<file path="src/rtl/conv_sweep_ctrl_if.sv">
// rtl/conv_sweep_ctrl_if.sv - handshake and address bus between the sweep controller and the conv core
//
// Purpose: groups the start/stall handshake and the per-step address/flag set.
// Ports (signals):
//   start, stall                     driven by master (core/host side)
//   busy, done, step_valid           controller status
//   in_addr [AW], k_addr [KW], out_addr [AW], ch_idx [CW]
//   tap_valid, first_tap, last_tap   per-step flags
// Modports: master (drives start/stall), slave (the controller).
interface conv_sweep_ctrl_if #(
    parameter int AW = 10,
    parameter int KW = 10,
    parameter int CH = 64
);
    localparam int CW = (CH > 1) ? $clog2(CH) : 1;

    logic          start;
    logic          stall;
    logic          busy;
    logic          done;
    logic          step_valid;
    logic [AW-1:0] in_addr;
    logic [KW-1:0] k_addr;
    logic [AW-1:0] out_addr;
    logic [CW-1:0] ch_idx;
    logic          tap_valid;
    logic          first_tap;
    logic          last_tap;

    modport master (
        output start, stall,
        input  busy, done, step_valid, in_addr, k_addr, out_addr, ch_idx,
               tap_valid, first_tap, last_tap
    );

    modport slave (
        input  start, stall,
        output busy, done, step_valid, in_addr, k_addr, out_addr, ch_idx,
               tap_valid, first_tap, last_tap
    );
endinterface

</file>
<file path="src/rtl/conv_sweep_ctrl.sv">
// rtl/conv_sweep_ctrl.sv - loop-nest sequencer for the 3x3 convolution core
//
// Purpose: on start, walks (m, n, mk, nk, ck) with ck fastest, issuing one
// step per unstalled cycle, then waits PIPE_LAT cycles and pulses done.
// Ports:
//   clk    clock, rising edge
//   rst_n  synchronous reset, active-high
//   bus    conv_sweep_ctrl_if.slave: start/stall in; busy, done, step_valid,
//          in_addr, k_addr, out_addr, ch_idx, tap_valid, first_tap, last_tap out
module conv_sweep_ctrl #(
    parameter int IMG_W    = 32,
    parameter int IMG_H    = 32,
    parameter int CH       = 64,
    parameter int PIPE_LAT = 8,
    parameter int AW       = 10,
    parameter int KW       = 10
) (
    input  logic               clk,
    input  logic               rst_n,
    conv_sweep_ctrl_if.slave   bus
);
    localparam int CW = (CH > 1) ? $clog2(CH) : 1;
    localparam int XW = (IMG_W > 1) ? $clog2(IMG_W) : 1;
    localparam int YW = (IMG_H > 1) ? $clog2(IMG_H) : 1;
    localparam int DW = ($clog2(PIPE_LAT + 1) > 0) ? $clog2(PIPE_LAT + 1) : 1;

    localparam logic [CW-1:0] CK_MAX = CW'(CH - 1);
    localparam logic [XW-1:0] N_MAX  = XW'(IMG_W - 1);
    localparam logic [YW-1:0] M_MAX  = YW'(IMG_H - 1);

    typedef enum logic [1:0] {S_IDLE, S_RUN, S_DRAIN, S_DONE} state_t;

    state_t        state_q, state_d;
    logic [CW-1:0] ck_q, ck_d;
    logic [1:0]    nk_q, nk_d;
    logic [1:0]    mk_q, mk_d;
    logic [XW-1:0] n_q, n_d;
    logic [YW-1:0] m_q, m_d;
    logic [DW-1:0] drain_q, drain_d;

    logic          busy_q, done_q;
    logic [AW-1:0] in_addr_q, in_addr_d;
    logic [KW-1:0] k_addr_q, k_addr_d;
    logic [AW-1:0] out_addr_q, out_addr_d;
    logic [CW-1:0] ch_idx_q, ch_idx_d;
    logic          tap_q, tap_d;
    logic          first_q, first_d;
    logic          last_q, last_d;

    logic ck_last, nk_last, mk_last, n_last, m_last, final_step, run_d;

    assign ck_last    = (ck_q == CK_MAX);
    assign nk_last    = (nk_q == 2'd2);
    assign mk_last    = (mk_q == 2'd2);
    assign n_last     = (n_q == N_MAX);
    assign m_last     = (m_q == M_MAX);
    assign final_step = ck_last && nk_last && mk_last && n_last && m_last;

    always_comb begin
        state_d = state_q;
        drain_d = drain_q;
        ck_d    = ck_q;
        nk_d    = nk_q;
        mk_d    = mk_q;
        n_d     = n_q;
        m_d     = m_q;

        case (state_q)
            S_IDLE: begin
                ck_d = '0;
                nk_d = '0;
                mk_d = '0;
                n_d  = '0;
                m_d  = '0;
                if (bus.start) state_d = S_RUN;
            end
            S_RUN: begin
                if (!bus.stall) begin
                    // Odometer carry chain; after the final step every digit
                    // wraps, so the counters are already zero for the next sweep.
                    if (ck_last) begin
                        ck_d = '0;
                        if (nk_last) begin
                            nk_d = '0;
                            if (mk_last) begin
                                mk_d = '0;
                                if (n_last) begin
                                    n_d = '0;
                                    m_d = m_last ? '0 : m_q + YW'(1);
                                end else begin
                                    n_d = n_q + XW'(1);
                                end
                            end else begin
                                mk_d = mk_q + 2'd1;
                            end
                        end else begin
                            nk_d = nk_q + 2'd1;
                        end
                    end else begin
                        ck_d = ck_q + CW'(1);
                    end
                    if (final_step) begin
                        state_d = (PIPE_LAT == 0) ? S_DONE : S_DRAIN;
                        drain_d = DW'(PIPE_LAT);
                    end
                end
            end
            S_DRAIN: begin
                drain_d = drain_q - DW'(1);
                if (drain_q <= DW'(1)) state_d = S_DONE;
            end
            default: state_d = S_IDLE;
        endcase

        // Outputs are computed from the next counter values so the registered
        // address set always matches the step presented while in RUN; outside
        // RUN they read zero.
        run_d      = (state_d == S_RUN);
        in_addr_d  = run_d ? AW'(IMG_W * int'(m_d) + int'(n_d)) : '0;
        out_addr_d = run_d ? AW'(IMG_W * int'(m_d) + int'(n_d) + IMG_W + 1
                                 - IMG_W * int'(mk_d) - int'(nk_d)) : '0;
        k_addr_d   = run_d ? KW'((3 * int'(mk_d) + int'(nk_d)) * CH + int'(ck_d)) : '0;
        ch_idx_d   = run_d ? ck_d : '0;
        tap_d      = run_d && !((m_d == M_MAX && mk_d == 2'd0) ||
                                (m_d == '0    && mk_d == 2'd2) ||
                                (n_d == N_MAX && nk_d == 2'd0) ||
                                (n_d == '0    && nk_d == 2'd2));
        first_d    = run_d && (mk_d == 2'd0) && (nk_d == 2'd0) && (ck_d == '0);
        last_d     = run_d && (mk_d == 2'd2) && (nk_d == 2'd2) && (ck_d == CK_MAX);
    end

    always_ff @(posedge clk) begin
        if (rst_n) begin
            state_q    <= S_IDLE;
            drain_q    <= '0;
            ck_q       <= '0;
            nk_q       <= '0;
            mk_q       <= '0;
            n_q        <= '0;
            m_q        <= '0;
            busy_q     <= 1'b0;
            done_q     <= 1'b0;
            in_addr_q  <= '0;
            k_addr_q   <= '0;
            out_addr_q <= '0;
            ch_idx_q   <= '0;
            tap_q      <= 1'b0;
            first_q    <= 1'b0;
            last_q     <= 1'b0;
        end else begin
            state_q    <= state_d;
            drain_q    <= drain_d;
            ck_q       <= ck_d;
            nk_q       <= nk_d;
            mk_q       <= mk_d;
            n_q        <= n_d;
            m_q        <= m_d;
            busy_q     <= (state_d == S_RUN) || (state_d == S_DRAIN);
            done_q     <= (state_d == S_DONE);
            in_addr_q  <= in_addr_d;
            k_addr_q   <= k_addr_d;
            out_addr_q <= out_addr_d;
            ch_idx_q   <= ch_idx_d;
            tap_q      <= tap_d;
            first_q    <= first_d;
            last_q     <= last_d;
        end
    end

    assign bus.busy       = busy_q;
    assign bus.done       = done_q;
    assign bus.step_valid = (state_q == S_RUN) && !bus.stall;
    assign bus.in_addr    = in_addr_q;
    assign bus.k_addr     = k_addr_q;
    assign bus.out_addr   = out_addr_q;
    assign bus.ch_idx     = ch_idx_q;
    assign bus.tap_valid  = tap_q;
    assign bus.first_tap  = first_q;
    assign bus.last_tap   = last_q;
endmodule

</file>
<file path="src/flat_wrapper.sv">
// flat-port wrapper written by rule: the top's interface ports become plain ports
module conv_sweep_ctrl_flat 
#(
    parameter int IMG_W    = 32,
    parameter int IMG_H    = 32,
    parameter int CH       = 64,
    parameter int PIPE_LAT = 8,
    parameter int AW       = 10,
    parameter int KW       = 10
)
  (clk, rst_n, bus_start, bus_stall, bus_busy, bus_done, bus_step_valid, bus_in_addr, bus_k_addr, bus_out_addr, bus_ch_idx, bus_tap_valid, bus_first_tap, bus_last_tap);
  conv_sweep_ctrl_if #(.AW(AW), .KW(KW), .CH(CH)) bus_i ();
  input  logic clk;
  input  logic rst_n;
  input wire logic [$bits(bus_i.start)-1:0] bus_start;
  input wire logic [$bits(bus_i.stall)-1:0] bus_stall;
  output wire logic [$bits(bus_i.busy)-1:0] bus_busy;
  output wire logic [$bits(bus_i.done)-1:0] bus_done;
  output wire logic [$bits(bus_i.step_valid)-1:0] bus_step_valid;
  output wire logic [$bits(bus_i.in_addr)-1:0] bus_in_addr;
  output wire logic [$bits(bus_i.k_addr)-1:0] bus_k_addr;
  output wire logic [$bits(bus_i.out_addr)-1:0] bus_out_addr;
  output wire logic [$bits(bus_i.ch_idx)-1:0] bus_ch_idx;
  output wire logic [$bits(bus_i.tap_valid)-1:0] bus_tap_valid;
  output wire logic [$bits(bus_i.first_tap)-1:0] bus_first_tap;
  output wire logic [$bits(bus_i.last_tap)-1:0] bus_last_tap;
  assign bus_i.start = bus_start;
  assign bus_i.stall = bus_stall;
  assign bus_busy = bus_i.busy;
  assign bus_done = bus_i.done;
  assign bus_step_valid = bus_i.step_valid;
  assign bus_in_addr = bus_i.in_addr;
  assign bus_k_addr = bus_i.k_addr;
  assign bus_out_addr = bus_i.out_addr;
  assign bus_ch_idx = bus_i.ch_idx;
  assign bus_tap_valid = bus_i.tap_valid;
  assign bus_first_tap = bus_i.first_tap;
  assign bus_last_tap = bus_i.last_tap;
  conv_sweep_ctrl #(.IMG_W(IMG_W), .IMG_H(IMG_H), .CH(CH), .PIPE_LAT(PIPE_LAT), .AW(AW), .KW(KW)) u_core (.clk(clk), .rst_n(rst_n), .bus(bus_i));
endmodule
</file>
<file path="config.mk">
export PLATFORM = sky130hd
export DESIGN_NAME = conv_sweep_ctrl_flat
export DESIGN_NICKNAME = d
export VERILOG_FILES = /design/src/rtl/conv_sweep_ctrl_if.sv /design/src/rtl/conv_sweep_ctrl.sv /design/src/flat_wrapper.sv
export SDC_FILE = /design/constraint.sdc
export NUM_CORES = 1
export LEC_CHECK = 0
export ABC_AREA = 0
export CAP_MARGIN = 0
export CELL_PAD_IN_SITES_DETAIL_PLACEMENT = 0
export CELL_PAD_IN_SITES_GLOBAL_PLACEMENT = 1
export CORE_AREA = 2 2 89 91
export DETAILED_ROUTE_END_ITERATION = 10
export DIE_AREA = 0 0 91 93
export PLACE_DENSITY_LB_ADDON = 0.1
export SLEW_MARGIN = 20
export SYNTH_ARGS = -nofsm -noshare
export SYNTH_HDL_FRONTEND = slang
export SYNTH_SLANG_ARGS = --single-unit
</file>
<file path="constraint.sdc">
create_clock -name clk -period 8 [get_ports clk]
set_input_delay 0.8 -clock clk [delete_from_list [all_inputs] [get_ports clk]]
set_output_delay 0.8 -clock clk [all_outputs]
set_load 0.005 [all_outputs]
</file>
==> summary.md <==
| Metric | Value |
|---|---|
| CTS tree | yes |
| Vias | 2,677 |
| FF-to-FF End | u_core.bus.out_addr[9] |
| RSZ-0062 raised after global routing | false |
| Worst-path clk slew | 0.07 ns |
| CP Launch Point | bus_stall |
| Non-filler cells, final | 505 |
| Top cells by area, synth | dfxtp_1 37%, ha_1 10%, nor2_1 7.1% |
| Total Routing Usage GR | 0.195 |
| Min Tclk post-route | 4.60 ns |
| Clock share of power | 0.449 |
| Crit Reg-Reg Startpoint | u_core.ck_q[1] |
| Post-Syn Area | between 3000 and 4000 um2 |
| Seq pwr share | 0.509 |
| Maximum clock path buffer count | 2 |
| Cell count after synthesis | 360 |
| Number of synthesis warnings | 0 |
| Most frequent cells in the layout | 62 x nor2_1, 61 x dfxtp_1, 45 x clkdlybuf4s50_1, 27 x ha_1, 23 x inv_1 |
| H-Tree Depth | 3 |
| Post-synth top area share | 0.374 |
| Internal power | 469 uW |
| Layout cells sized above 1 | 0.0868 |
| Global-route wire length before repair | approximately 13 mm |
| Worst-Margin Slew | 0.846 ns |
| Setup Fix Bufs, Post-CTS | 0 |
| Placement Rows | 32 |
| Top Family by Delay on Critical Path | compound AO/OA/AOI/OAI gates |
| # setup viols final | 0 |
| Final Max Slew Viols | 0 |
| Synth area leader | dfxtp_1 |
| Post-CTS Hold Buffers | 0 |
| Total grt overflow | 0 |
| Seq/Total Area, Yosys | 0.374 |
| Type of element capturing the critical path | flop |
| Fin Setup TNS | 0 ns |
| Worst path required time | 8.27 ns |
| Status | finished, final reports clean |
| Buf+Inv Stages, Crit Path | 3 |
| Commonest non-fill, non-tap cell in the layout | nor2_1 |
| Worst-path maximum fanout | 10 |
| DRT Wirelength | about 7.6 mm |
| Syn avg cell area | 9.06 um2 |
| Most used DFF post-synth | dfxtp_1 |
| Placed insts | roughly 500 |
| Slowest cell on the critical path | nor2b_1 |
| Hold Crit Start | u_core.drain_q[2] |
| Die W | 91 um |
| Ys async rst share | 0 |
| Drt pass-1 iters | 4 |
| Worst R2R Path Depth | 16 |
| Worst slew margin | 0.435 |
| Die H | 93 um |
| DP HPWL | about 5.4 mm |
| Max Fclk | 217 MHz |
| Psw | 139 uW |
| Period utilization | 0.575 |
| Routability congestion estimate | ~0.82 |
| Clk sinks | 61 |
| Avg WL per Cell | between 15 and 20 um |
| R2r setup slk | 3.81 ns |
| # IOs | 46 |
| Drt drc | 0 |
| Vias/cell | approximately 5.3 |
| ANT nets after route | 0 |
| Startpoint Class | input pin |
| Yosys cell types | 65 |
| #FFs+latches synth | 61 |
| Combinational share of power | 0.041 |
| WP data arrival | between 4 and 5 ns |
| Fin nets | 432 |
| Max Cap Viol | 0 |
| Antenna fix cells | 0 |
| Root Buffer | clkbuf_8 |
| Worst Setup EP | u_core.bus.out_addr[9] |
| Crit path kind | in2reg |
| Effective utilization at floorplan | 0.434 |
| Clk_lat worst skew | 0.34 ns |
| Number of flops mapped to enable cells by yosys | 0 |
| Hold Fails Final Rpt | 0 |
| Port bufs | 45 |
| Post-CTS sizing | 0 |
| Core area | 7530 um2 |
| P_leak | 1.65 nW |
| Sw frac | 0.228 |
| Initial antenna violation count | 0 |
| Syn Nets | 394 |
| Hold WC Path Type | reg2reg |
| Crit-path cells | clkdlybuf4s50_1, nor2b_1, a21oi_1, o21ai_0, and2_1, inv_1, ha_1, inv_1, ha_1, fa_1, a21o_1, a21oi_1, o21ai_0, o41ai_1, xnor3_1, nor2_1 |
| Area delta synth->final | 20.9% |
| Cell depth of the worst setup path | 16 |
| Cell Pwr Density | about 150 nW/um2 |
| Number of global-route vias before repair | around 2,600 |
| Largest net degree at the start of global routing | 31 |
| Number of buffers created by CTS | 9 |
| Max VDD drop | between 0.0001 and 0.00015 V |
| Worst path max stage delay | 0.66 ns |
| Die area | 8460 um2 |
| Clock skew | slightly above 0.008 ns |
| First DRT Iteration DRCs | 90 |
[power groups by stage]
stage	Sequential [mW]	Combinational, mW	Clock, mW
after global placement	0.316	0.0253	0
after floorplan	0.315	0.0153	0
after global routing	0.310	0.0276	0.292
after detailed placement	0.316	0.0249	0
after CTS	0.309	0.0253	0.280
final	0.309	0.0252	0.273
[logic make-up (layout without fill, tap and decap cells)]
kind of cell | Yosys count | in the layout | synth area share
compound gates | 68 | 68 | 0.155
xor+xnor | 9 | 9 | 0.0284
fa+ha+maj | 30 | 30 | 0.122
buf+inv | 43 | 86 | 0.0587
flops | 61 | 61 | 0.374
mux | 3 | 3 | 0.00959
simple gates | 146 | 146 | 0.252
[per-layer routing]
layer / part of all wire / up-vias / wire [um] / global-route usage
met5: 0 / - / 0 / 0
met4: 0.021 / 0 / 161 / 0.0833
met3: 0.036 / 12 / 275 / 0.0355
met2: 0.49 / 58 / 3730 / 0.327
met1: 0.45 / 1268 / 3470 / 0.248
li1: - / 1339 / - / -
[area by class of cell]
cell class | count | area [um2]
fill | 748 | 3580
inverter | 23 | 86.3
tap | 102 | 128
sequential | 61 | 1220
clock inverter | 4 | 47.5
multi-input combinational | 256 | 1850
timing repair buffer | 47 | 465
clock buffer | 12 | 145
[registers in the layout (all words and copies together) (netlist names)]
signal	count
u_core.bus.last_tap	1
u_core.bus.in_addr	10
u_core.nk_q	2
u_core.bus.k_addr	5
u_core.bus.first_tap	1
u_core.mk_q	2
u_core.n_q	5
u_core.state_q	2
u_core.bus.tap_valid	1
u_core.m_q	5
u_core.bus.ch_idx	5
u_core.ck_q	6
u_core.bus.busy	1
u_core.bus.out_addr	10
u_core.drain_q	4
u_core.bus.done	1
[worst register-to-register path, cell delays in order (launching register included)]
cell,delay (ns)
dfxtp_1,0.37
ha_1,0.24
nor2b_1,0.65
a21oi_1,0.25
o21ai_0,0.20
and2_1,0.23
inv_1,0.07
ha_1,0.27
inv_1,0.04
ha_1,0.21
fa_1,0.41
a21o_1,0.17
a21oi_1,0.22
o21ai_0,0.16
o41ai_1,0.31
xnor3_1,0.27
nor2_1,0.08
[Yosys cell counts, types with 2 or more instances]
library cell	instances
ha_1	27
clkbuf_1	9
and4_1	2
a41oi_1	3
or4b_1	3
nor3_1	7
a21oi_2	2
nand2_1	10
fa_1	3
nand4bb_1	3
xnor2_1	5
o21ai_1	2
xor2_1	3
a21o_1	5
nor2b_1	8
o41ai_1	5
a21oi_1	13
nand4_1	5
a22oi_1	3
nor2_1	62
o21bai_1	4
o21ai_0	10
dfxtp_1	61
inv_1	23
nor3b_1	3
nand3_1	5
and3_1	4
nand2b_1	6
buf_1	3
a31oi_1	6
nor4_1	2
and2_1	10
or2_2	3
mux2i_1	2
buf_4	8
[how the worst min path moves through the flow]
stage	end	cells past startpoint
4_1_cts	u_core.drain_q[2]	2
3_5_place_dp	u_core.drain_q[2]	2
5_1_grt	u_core.drain_q[2]	2
6_report	u_core.drain_q[2]	2
2_1_floorplan	u_core.drain_q[2]	2
3_3_place_gp	u_core.drain_q[2]	2
[metrics by stage]
step                cell area, um2  worst slack [ns]  power [mW]  hold slack, ns  utilization
finish                        3950              3.40       0.608           0.497        0.524
global route                  3950              3.04       0.629           0.541        0.524
CTS                           3940              3.41       0.615           0.495        0.524
detailed placement            3750              3.07       0.341           0.484        0.498
global placement              3750              3.10       0.342           0.471        0.498
floorplan                     3260              4.28       0.330           0.458            -
No activity file was read; power rests on OpenSTA's default activity.
